--- config.mk ---
export PLATFORM = sky130hd
export DESIGN_NAME = spi_ram_loader
export DESIGN_NICKNAME = d
export VERILOG_FILES = /design/src/rtl/spi_ram_loader_pkg.sv /design/src/rtl/spi_ram_loader_spi_in_sync.sv /design/src/rtl/spi_ram_loader.sv
export SDC_FILE = /design/constraint.sdc
export NUM_CORES = 1
export LEC_CHECK = 0
export CELL_PAD_IN_SITES_DETAIL_PLACEMENT = 1
export CELL_PAD_IN_SITES_GLOBAL_PLACEMENT = 1
export CORE_MARGIN = 2
export CORE_UTILIZATION = 42
export DETAILED_ROUTE_END_ITERATION = 7
export GPL_TIMING_DRIVEN = 1
export PLACE_DENSITY_LB_ADDON = 0.1
export SYNTH_ARGS = -nofsm -noshare
export SYNTH_HDL_FRONTEND = slang
export SYNTH_SLANG_ARGS = --single-unit
--- constraint.sdc ---
create_clock -name clk -period 1.8 [get_ports clk]
set_input_delay 0.18 -clock clk [delete_from_list [all_inputs] [get_ports clk]]
set_output_delay 0.18 -clock clk [all_outputs]
set_load 0.03 [all_outputs]
--- src/rtl/spi_ram_loader_pkg.sv ---
`default_nettype none
// ============================================================================
// Module      : spi_ram_loader_pkg
// Description : Shared FSM encoding and frame-field layout for spi_ram_loader.
// Revision    : 1.0 - initial release
// ============================================================================
package spi_ram_loader_pkg;

    localparam logic [2:0] c_S_IDLE = 3'd0;
    localparam logic [2:0] c_S_CMD  = 3'd1;
    localparam logic [2:0] c_S_ADDR = 3'd2;
    localparam logic [2:0] c_S_DATA = 3'd3;
    localparam logic [2:0] c_S_DONE = 3'd4;

    typedef enum logic [2:0] {
        ST_IDLE = c_S_IDLE,
        ST_CMD  = c_S_CMD,
        ST_ADDR = c_S_ADDR,
        ST_DATA = c_S_DATA,
        ST_DONE = c_S_DONE
    } state_t;

    // Frame layout, counted from the first bit on the wire
    localparam int unsigned c_RW_POS   = 0;
    localparam int unsigned c_ADDR_POS = 1;

    function automatic int unsigned data_pos(input int unsigned addr_w);
        return c_ADDR_POS + addr_w;
    endfunction

    function automatic int unsigned frame_bits(input int unsigned addr_w,
                                               input int unsigned data_w);
        return data_pos(addr_w) + data_w;
    endfunction

endpackage
`default_nettype wire

--- src/rtl/spi_ram_loader_spi_in_sync.sv ---
`default_nettype none
// ============================================================================
// Module      : spi_in_sync
// Description : Two-flop synchroniser with optional edge-detect register.
// Revision    : 1.0 - initial release
// ============================================================================
module spi_in_sync #(
    parameter bit EDGE_DET = 1'b1
) (
    input  logic clk,
    input  logic rst,
    input  logic i_pin,
    output logic o_level,
    output logic o_rise,
    output logic o_fall
);

    logic r_meta;
    logic r_sync;

    always_ff @(posedge clk) begin
        if (rst) begin
            r_meta <= 1'b0;
            r_sync <= 1'b0;
        end else begin
            r_meta <= i_pin;
            r_sync <= r_meta;
        end
    end

    assign o_level = r_sync;

    generate
        if (EDGE_DET) begin : g_edge
            logic r_prev;
            always_ff @(posedge clk) begin
                if (rst) begin
                    r_prev <= 1'b0;
                end else begin
                    r_prev <= r_sync;
                end
            end
            assign o_rise = r_sync & ~r_prev;
            assign o_fall = ~r_sync & r_prev;
        end else begin : g_no_edge
            assign o_rise = 1'b0;
            assign o_fall = 1'b0;
        end
    endgenerate

endmodule
`default_nettype wire

--- src/rtl/spi_ram_loader.sv ---
`default_nettype none
// ============================================================================
// Module      : spi_ram_loader
// Description : SPI mode-0 target giving serial read/write access to a small RAM.
// Revision    : 1.0 - initial release
// ============================================================================
module spi_ram_loader
    import spi_ram_loader_pkg::*;
#(
    parameter int ADDR_W = 2,
    parameter int DATA_W = 4
) (
    input  logic              clk,
    input  logic              rst,
    input  logic              sclk,
    input  logic              cs_n,
    input  logic              mosi,
    output logic              miso,
    output logic              wr_stb,
    output logic              rd_stb,
    output logic              abort_stb,
    output logic              busy,
    input  logic [ADDR_W-1:0] dbg_addr,
    output logic [DATA_W-1:0] dbg_q
);

    localparam int DEPTH   = 2 ** ADDR_W;
    localparam int FRAME_W = int'(frame_bits(ADDR_W, DATA_W));
    localparam int CNT_W   = $clog2(FRAME_W + 1);

    localparam logic [CNT_W-1:0] c_ADDR_LAST = CNT_W'(ADDR_W - 1);
    localparam logic [CNT_W-1:0] c_DATA_LAST = CNT_W'(DATA_W - 1);

    logic w_sclk_level, w_sclk_rise, w_sclk_fall;
    logic w_cs_level, w_cs_rise, w_cs_fall;
    logic w_mosi, w_mosi_rise, w_mosi_fall;
    logic w_unused_levels;

    spi_in_sync #(.EDGE_DET(1'b1)) u_sync_sclk (
        .clk     (clk),
        .rst     (rst),
        .i_pin   (sclk),
        .o_level (w_sclk_level),
        .o_rise  (w_sclk_rise),
        .o_fall  (w_sclk_fall)
    );

    spi_in_sync #(.EDGE_DET(1'b1)) u_sync_cs (
        .clk     (clk),
        .rst     (rst),
        .i_pin   (cs_n),
        .o_level (w_cs_level),
        .o_rise  (w_cs_rise),
        .o_fall  (w_cs_fall)
    );

    spi_in_sync #(.EDGE_DET(1'b0)) u_sync_mosi (
        .clk     (clk),
        .rst     (rst),
        .i_pin   (mosi),
        .o_level (w_mosi),
        .o_rise  (w_mosi_rise),
        .o_fall  (w_mosi_fall)
    );

    assign w_unused_levels = w_sclk_level | w_cs_level | w_mosi_rise | w_mosi_fall;

    state_t             r_state;
    logic               r_rw;
    logic [ADDR_W-1:0]  r_addr;
    logic [DATA_W-1:0]  r_shift;
    logic [CNT_W-1:0]   r_cnt;
    logic [DATA_W-1:0]  r_mem [DEPTH];
    logic               r_miso;
    logic               r_wr_stb;
    logic               r_rd_stb;
    logic               r_abort_stb;
    logic               r_busy;

    logic [ADDR_W-1:0]  w_addr_next;
    logic [DATA_W-1:0]  w_shift_next;
    logic [DATA_W-1:0]  w_rd_word;
    logic               w_abort;

    assign w_addr_next  = ADDR_W'({r_addr, w_mosi});
    assign w_shift_next = DATA_W'({r_shift, w_mosi});
    assign w_rd_word    = r_mem[w_addr_next];
    assign w_abort      = w_cs_rise &&
                          (r_state == ST_CMD || r_state == ST_ADDR || r_state == ST_DATA);

    always_ff @(posedge clk) begin
        if (rst) begin
            r_state     <= ST_IDLE;
            r_rw        <= 1'b0;
            r_addr      <= '0;
            r_shift     <= '0;
            r_cnt       <= '0;
            r_miso      <= 1'b0;
            r_wr_stb    <= 1'b0;
            r_rd_stb    <= 1'b0;
            r_abort_stb <= 1'b0;
            r_busy      <= 1'b0;
            for (int i = 0; i < DEPTH; i++) begin
                r_mem[i] <= '0;
            end
        end else begin
            r_wr_stb    <= 1'b0;
            r_rd_stb    <= 1'b0;
            r_abort_stb <= 1'b0;
            if (w_abort) begin
                r_abort_stb <= 1'b1;
                r_state     <= ST_IDLE;
                r_busy      <= 1'b0;
                r_miso      <= 1'b0;
            end else begin
                case (r_state)
                    ST_IDLE: begin
                        // A select edge wins over any sclk edge seen in the same cycle
                        if (w_cs_fall) begin
                            r_state <= ST_CMD;
                            r_busy  <= 1'b1;
                            r_cnt   <= '0;
                            r_shift <= '0;
                            r_addr  <= '0;
                        end
                    end
                    ST_CMD: begin
                        if (w_sclk_rise) begin
                            r_rw    <= w_mosi;
                            r_cnt   <= '0;
                            r_state <= ST_ADDR;
                        end
                    end
                    ST_ADDR: begin
                        if (w_sclk_rise) begin
                            r_addr <= w_addr_next;
                            if (r_cnt == c_ADDR_LAST) begin
                                r_cnt   <= '0;
                                r_state <= ST_DATA;
                                if (r_rw) begin
                                    r_shift  <= w_rd_word;
                                    r_rd_stb <= 1'b1;
                                    r_miso   <= w_rd_word[DATA_W-1];
                                end
                            end else begin
                                r_cnt <= r_cnt + 1'b1;
                            end
                        end
                    end
                    ST_DATA: begin
                        if (r_rw) begin
                            if (w_sclk_rise) begin
                                if (r_cnt == c_DATA_LAST) begin
                                    r_state <= ST_DONE;
                                    r_miso  <= 1'b0;
                                end
                                r_cnt <= r_cnt + 1'b1;
                            // The fall that closes the address phase must not shift: MSB is already out
                            end else if (w_sclk_fall && r_cnt != '0) begin
                                r_shift <= {r_shift[DATA_W-2:0], 1'b0};
                                r_miso  <= r_shift[DATA_W-2];
                            end
                        end else if (w_sclk_rise) begin
                            r_shift <= w_shift_next;
                            r_cnt   <= r_cnt + 1'b1;
                            if (r_cnt == c_DATA_LAST) begin
                                r_mem[r_addr] <= w_shift_next;
                                r_wr_stb      <= 1'b1;
                                r_state       <= ST_DONE;
                            end
                        end
                    end
                    ST_DONE: begin
                        r_miso <= 1'b0;
                        if (w_cs_rise) begin
                            r_state <= ST_IDLE;
                            r_busy  <= 1'b0;
                        end
                    end
                    default: begin
                        r_state <= ST_IDLE;
                        r_busy  <= 1'b0;
                        r_miso  <= 1'b0;
                    end
                endcase
            end
        end
    end

    assign miso      = r_miso;
    assign wr_stb    = r_wr_stb;
    assign rd_stb    = r_rd_stb;
    assign abort_stb = r_abort_stb;
    assign busy      = r_busy;
    assign dbg_q     = r_mem[dbg_addr];

endmodule
`default_nettype wire

After elaboration in Yosys (flattened, before gate mapping)
Memory sizes are Yosys's and may differ from the RTL's.
Index checks and enable logic that the tools add are counted.
Cells by class
  equality and inequality tests: 19
  reduce and logical (&&, ||, !) cells: 21
  bitwise gates (word level): 14
  add/sub/neg operators: 1
  muxes and demuxes: 51
Operators by type and width (count)
  3-bit 2-to-1 mux: 20
  1-bit 2-to-1 mux: 21
  3-bit one-hot mux with 5 select lines: 1
  7-bit AND reduction: 2
  2-bit by 1-bit inequality test with 1-bit output, second input constant: 6
  3-bit one-hot mux with 4 select lines: 1
  1-bit NOT: 10
  3-bit by 2-bit equality test with 1-bit output, second input constant: 3
  3-bit one-hot mux with 3 select lines: 1
  9-bit AND reduction: 1
  3-bit by 1-bit equality test with 1-bit output, second input constant: 2
  2-bit 2-to-1 mux: 3
  2-bit inequality test, second input constant: 3
  3-bit inequality test, second input constant: 2
  1-bit one-hot mux with 3 select lines: 2
  3-bit AND reduction: 2
  6-bit AND reduction: 1
  3-bit nonzero test: 2
  5-bit OR reduction: 1
  1-bit bitwise AND: 4
  4-bit 2-to-1 mux: 1
  2-bit one-hot mux with 2 select lines: 1
  4-bit AND reduction: 1
  4-bit nonzero test: 1
  11 further kinds: 14
Word-level totals
  output and inout port bits: 9
  memory bits (writable): 16
  bits in registers: 25
  memories: 1
  input port bits: 7
Memories
  r_mem: depth 4, bits a word 4, rd ports 2, clocked after memory_dff 0, wr ports 4, RTL line spi_ram_loader.sv:73  | logic [DATA_W-1:0] r_mem [DEPTH];

Depth between registers and ports, before layout
  word-level depth: 10
  mapped depth: 6
  gate-level depth less buffers: 6

Cells and area by module
Synthesis repeated with hierarchy kept, for this count alone.
Second synthesis, totals
  cell total of the unflattened synthesis: 199
  area, all modules: 2137.0 um^2
By module, submodules not included
  spi_ram_loader: instances 1, cells each 176, sequential area each 820.8 um^2, area each 1883.1 um^2
  spi_in_sync (u_sync_cs ...): instances 2, cells each 8, sequential area each 60.1 um^2, area each 91.3 um^2
  spi_in_sync (u_sync_mosi): instances 1, cells each 7, sequential area each 40.0 um^2, area each 71.3 um^2

Worst setup path before layout
Ideal clock, no wire load.
  path kind: register to register
  from: register r_cnt[0]
  to: memory r_mem[0][0], enable pin
  cell stages (with the launch flop): 7
  path buffers: 0
  library setup time: 260 ps
  path slack: 36 ps
  arrival: 1504 ps
  path through: dfxtp_1 ha_1 ha_1 and3b_1 o2111a_2 nor3b_2 or2_2
RTL lines
  start: declaration: RTL line spi_ram_loader.sv:72  | logic [CNT_W-1:0] r_cnt;
  start signal: assignment: RTL line spi_ram_loader.sv:146  | r_cnt <= r_cnt + 1'b1;
  start signal: assignment: RTL line spi_ram_loader.sv:157  | r_cnt <= r_cnt + 1'b1;
  start signal: assignment: RTL line spi_ram_loader.sv:165  | r_cnt <= r_cnt + 1'b1;
  end: declaration: RTL line spi_ram_loader.sv:73

==> impl_metrics.py <==
metrics = {
    "clocking": {
        "cts_tree": "built",
        "cts.reportedPaths.clkPinSlew_ns": 0.08,
        "cts_root_buf": "clkbuf_8",
        "clock_latency_ns": 0.30,
        "clockBufferDepth": 2,
        "cts.sinks": 41,
        "numCtsBuffers": 5,
        "postCtsHoldBufs": 0,
        "htree_levels": 2,
    },
    "routing": {
        "wl_met2_um": 2647,
        "wl_per_cell_um": 18.32,
        "drtAntennaViolNets": 0,
        "vias": 1619,
        "vias_per_cell": 5.488,
        "maxUsedRoutingLayer": "met4",
        "drc": 0,
        "wl_met1_um": 2542,
        "route.met3.wl_um": 151,
        "first_pass_iters": 4,
        "drt_iter0_markers": 112,
        "wirelength_um": 5404,
    },
    "yosys": {
        "synth_seq_cells": 41,
        "yosysWarnings": 0,
        "yosysUniqueCellTypes": 50,
        "synth_edf_count": 16,
        "synth.avg_cell_area_sq_um": 11.46,
        "synth_area_sq_mm": 0.002188,
        "syn-num-nets": 202,
        "yosysSeqAreaShare": 0.4483,
        "async_flop_share": 0,
        "syn_inst": 191,
        "synth_flop_cell": "dfxtp_1",
    },
    "power": {
        "ir_drop_mv": 0.4456,
        "power_density_mw_per_mm2": 726.1,
        "leakage_nw": 1.013,
    },
    "critical_path": {
        "crit_top_cell": "ha_4",
        "cpPeakStageDelay_ns": 0.36,
        "cp.arrival_ns": 1.79,
        "ff2ff_path_depth": 6,
        "r2r_setup_slack_ns": 0.03,
        "endpoint_kind": "flip-flop",
        "critPathLaunchType": "flip-flop",
        "worst_ep_required_time_ns": 1.82,
        "critPathSlowestCell": "dfxtp_2",
        "r2r_end": "r_mem[2][3]",
        "worstSetupPathType": "reg -> reg",
        "crit_path_max_fanout": 4,
        "r2r_start": "r_cnt[0]",
        "crit_chain": "ha_4, ha_4, and3b_2, o2111a_2, nor3b_4, or2_4",
        "critPathLaunch": "r_cnt[0]",
    },
    "global_route": {
        "grt_pass1_wl_um": 8894,
        "antenna_found_initial": 0,
        "grt_usage": 0.1979,
        "grt_pass1_vias": 1754,
        "grt_max_degree": 24,
        "overflow": 0,
    },
    "timing": {
        "slew_headroom": 0.7768,
        "fin_crit_ns": 1.773,
        "setup_viol": 0,
        "tightest_slew_ns": 0.3318,
        "tns_ns": 0,
        "hold_viol": 0,
        "final_max_slew_viol_count": 0,
        "rsz0062_at_grt": "true",
        "holdWs_ns": 0.4360,
        "clock_skew_ns": 0.008020,
        "fmax_mhz": 564.0,
        "post-route-period-util": 0.9850,
    },
    "place": {
        "routabilityCongestion": 0.7936,
        "port_buffers": 15,
        "dp_hpwl_um": 4181,
    },
    "floorplanning": {
        "die_area_sq_mm": 0.005803,
        "row_count": 26,
        "num_io_pins": 16,
        "die_x_um": 76.18,
        "fp.dieH_um": 76.18,
        "initial_utilization": 0.4312,
        "design.core.area_sq_mm": 0.005075,
    },
    "outcome": {
        "outcome": "finished clean",
    },
    "final_layout": {
        "nFillCells": 568,
        "final_cell_mix": "dfxtp_1 (22), buf_4 (20), edfxtp_1 (16)",
        "final_common_cell": "dfxtp_1",
        "drive_above_1_share": 0.2711,
        "num-nets-final": 235,
        "syn_to_final_growth_pct": 19.61,
        "antennaDiodeCount": 0,
    },
    "run": {
        "cap_violations": 0,
    },
    "min_path": {
        "hold_path_class": "in -> reg",
        "hp-start": "mosi",
        "hold-path-endpoint": "u_sync_mosi.r_meta",
        "min_path_cells": 2,
    },
}
## worst max-delay path, delay by kind of cell, from the launching register on
family                     cells  cell delay (ns)
and+or+nand+nor                3             0.65
AOI/OAI and AO/OA              1             0.23
DFF                            1             0.36
adders and majority gates      2             0.26
## worst max path at each step
| stage | endpoint | slack (ns) | depth (start not counted) |
|---|---|---|---|
| detailed placement | dbg_q[2] | -0.37 | 3 |
| floorplan | r_mem[0][0] | 0.04 | 6 |
| finish | r_mem[2][3] | 0.03 | 6 |
| CTS | r_shift[1] | -0.003 | 7 |
| global route | r_mem[2][0] | -0.04 | 6 |
| global placement | dbg_q[0] | -0.33 | 3 |
## cell usage after synthesis (all sizes together), types with 3 or more instances
| cell | number | area, sq um |
|---|---|---|
| nand3 | 3 | 15.01 |
| dfxtp | 25 | 500.5 |
| o21bai | 3 | 22.52 |
| inv | 6 | 22.52 |
| edfxtp | 16 | 480.5 |
| mux2 | 3 | 33.78 |
| nor2 | 10 | 37.54 |
| and2 | 17 | 111.4 |
| a21oi | 6 | 30.03 |
| nor2b | 15 | 93.84 |
| mux4 | 8 | 187.7 |
| mux2i | 4 | 40.04 |
| a22oi | 3 | 22.52 |
| ha | 4 | 50.05 |
| or2 | 3 | 18.77 |
| nor3b | 8 | 86.34 |
| nand2b | 6 | 37.54 |
| o21ai | 3 | 15.01 |
| o22ai | 3 | 18.77 |
| nand3b | 3 | 22.52 |
| buf | 7 | 68.81 |
| nand2 | 4 | 15.01 |
## through the flow
stage          instance area (sq um)  setup slack [ns]  utilization  power, W  std cells
5_1_grt                         2618          -0.04300       0.5158  0.001988        295
2_1_floorplan                   2188           0.03569            -  0.001228        191
3_3_place_gp                    2489           -0.3273       0.4904  0.001310        286
3_5_place_dp                    2489           -0.3681       0.4904  0.001327        286
4_1_cts                         2613         -0.003082       0.5148  0.001915        295
6_report                        2618           0.02708       0.5158  0.001901        295
## logic make-up (layout without fill, tap and decap cells)
group	after synthesis	count (layout)	share of synthesized area
buffers and inverters	15	49	0.04688
AO/OA/AOI/OAI	32	32	0.1075
flip-flops	41	41	0.4483
AND/OR/NAND/NOR	84	84	0.2550
multiplexers	15	15	0.1195
adder cells (fa/ha/maj)	4	4	0.02287
## per-layer routing
layer	vias up	global-route usage
li1	770	-
met1	815	0.2558
met2	27	0.3393
met3	7	0.03791
met4	0	0.05818
met5	-	0
## cell type report
class | count | area [sq um] | area share
multi-input combinational | 135 | 1142 | 0.4364
sequential | 41 | 984.7 | 0.3762
timing repair buffer | 35 | 294.0 | 0.1123
tap | 70 | 87.58 | 0.03346
clock buffer | 5 | 68.82 | 0.02629
inverter | 6 | 22.52 | 0.008604
clock inverter | 3 | 17.52 | 0.006692
## power by group
| part | switching, W | internal [W] |
|---|---|---|
| clock | 0.000334 | 0.000268 |
| combinational | 0.000153 | 0.000127 |
| sequential | 0.0000265 | 0.000993 |
## state kept, by name, summed over array words and instances (netlist names)
name and cells:
u_sync_sclk.g_edge.r_prev 1, r_state 3, u_sync_cs.g_edge.r_prev 1, u_sync_mosi.o_level 1
busy 1, u_sync_cs.r_meta 1, u_sync_sclk.r_meta 1, rd_stb 1
r_rw 1, r_mem 16, r_shift 3, r_addr 2
u_sync_sclk.o_level 1, miso 1, abort_stb 1, wr_stb 1
u_sync_mosi.r_meta 1, r_cnt 3, u_sync_cs.o_level 1
## repair_timing
item / 4_1_cts / 5_1_grt
setup buffers: 1 / 0
setup endpoints to repair: 19 / 16
pin swaps: 3 / 2
gates resized for setup: 13 / 6
No activity file was read; power rests on OpenSTA's default activity.
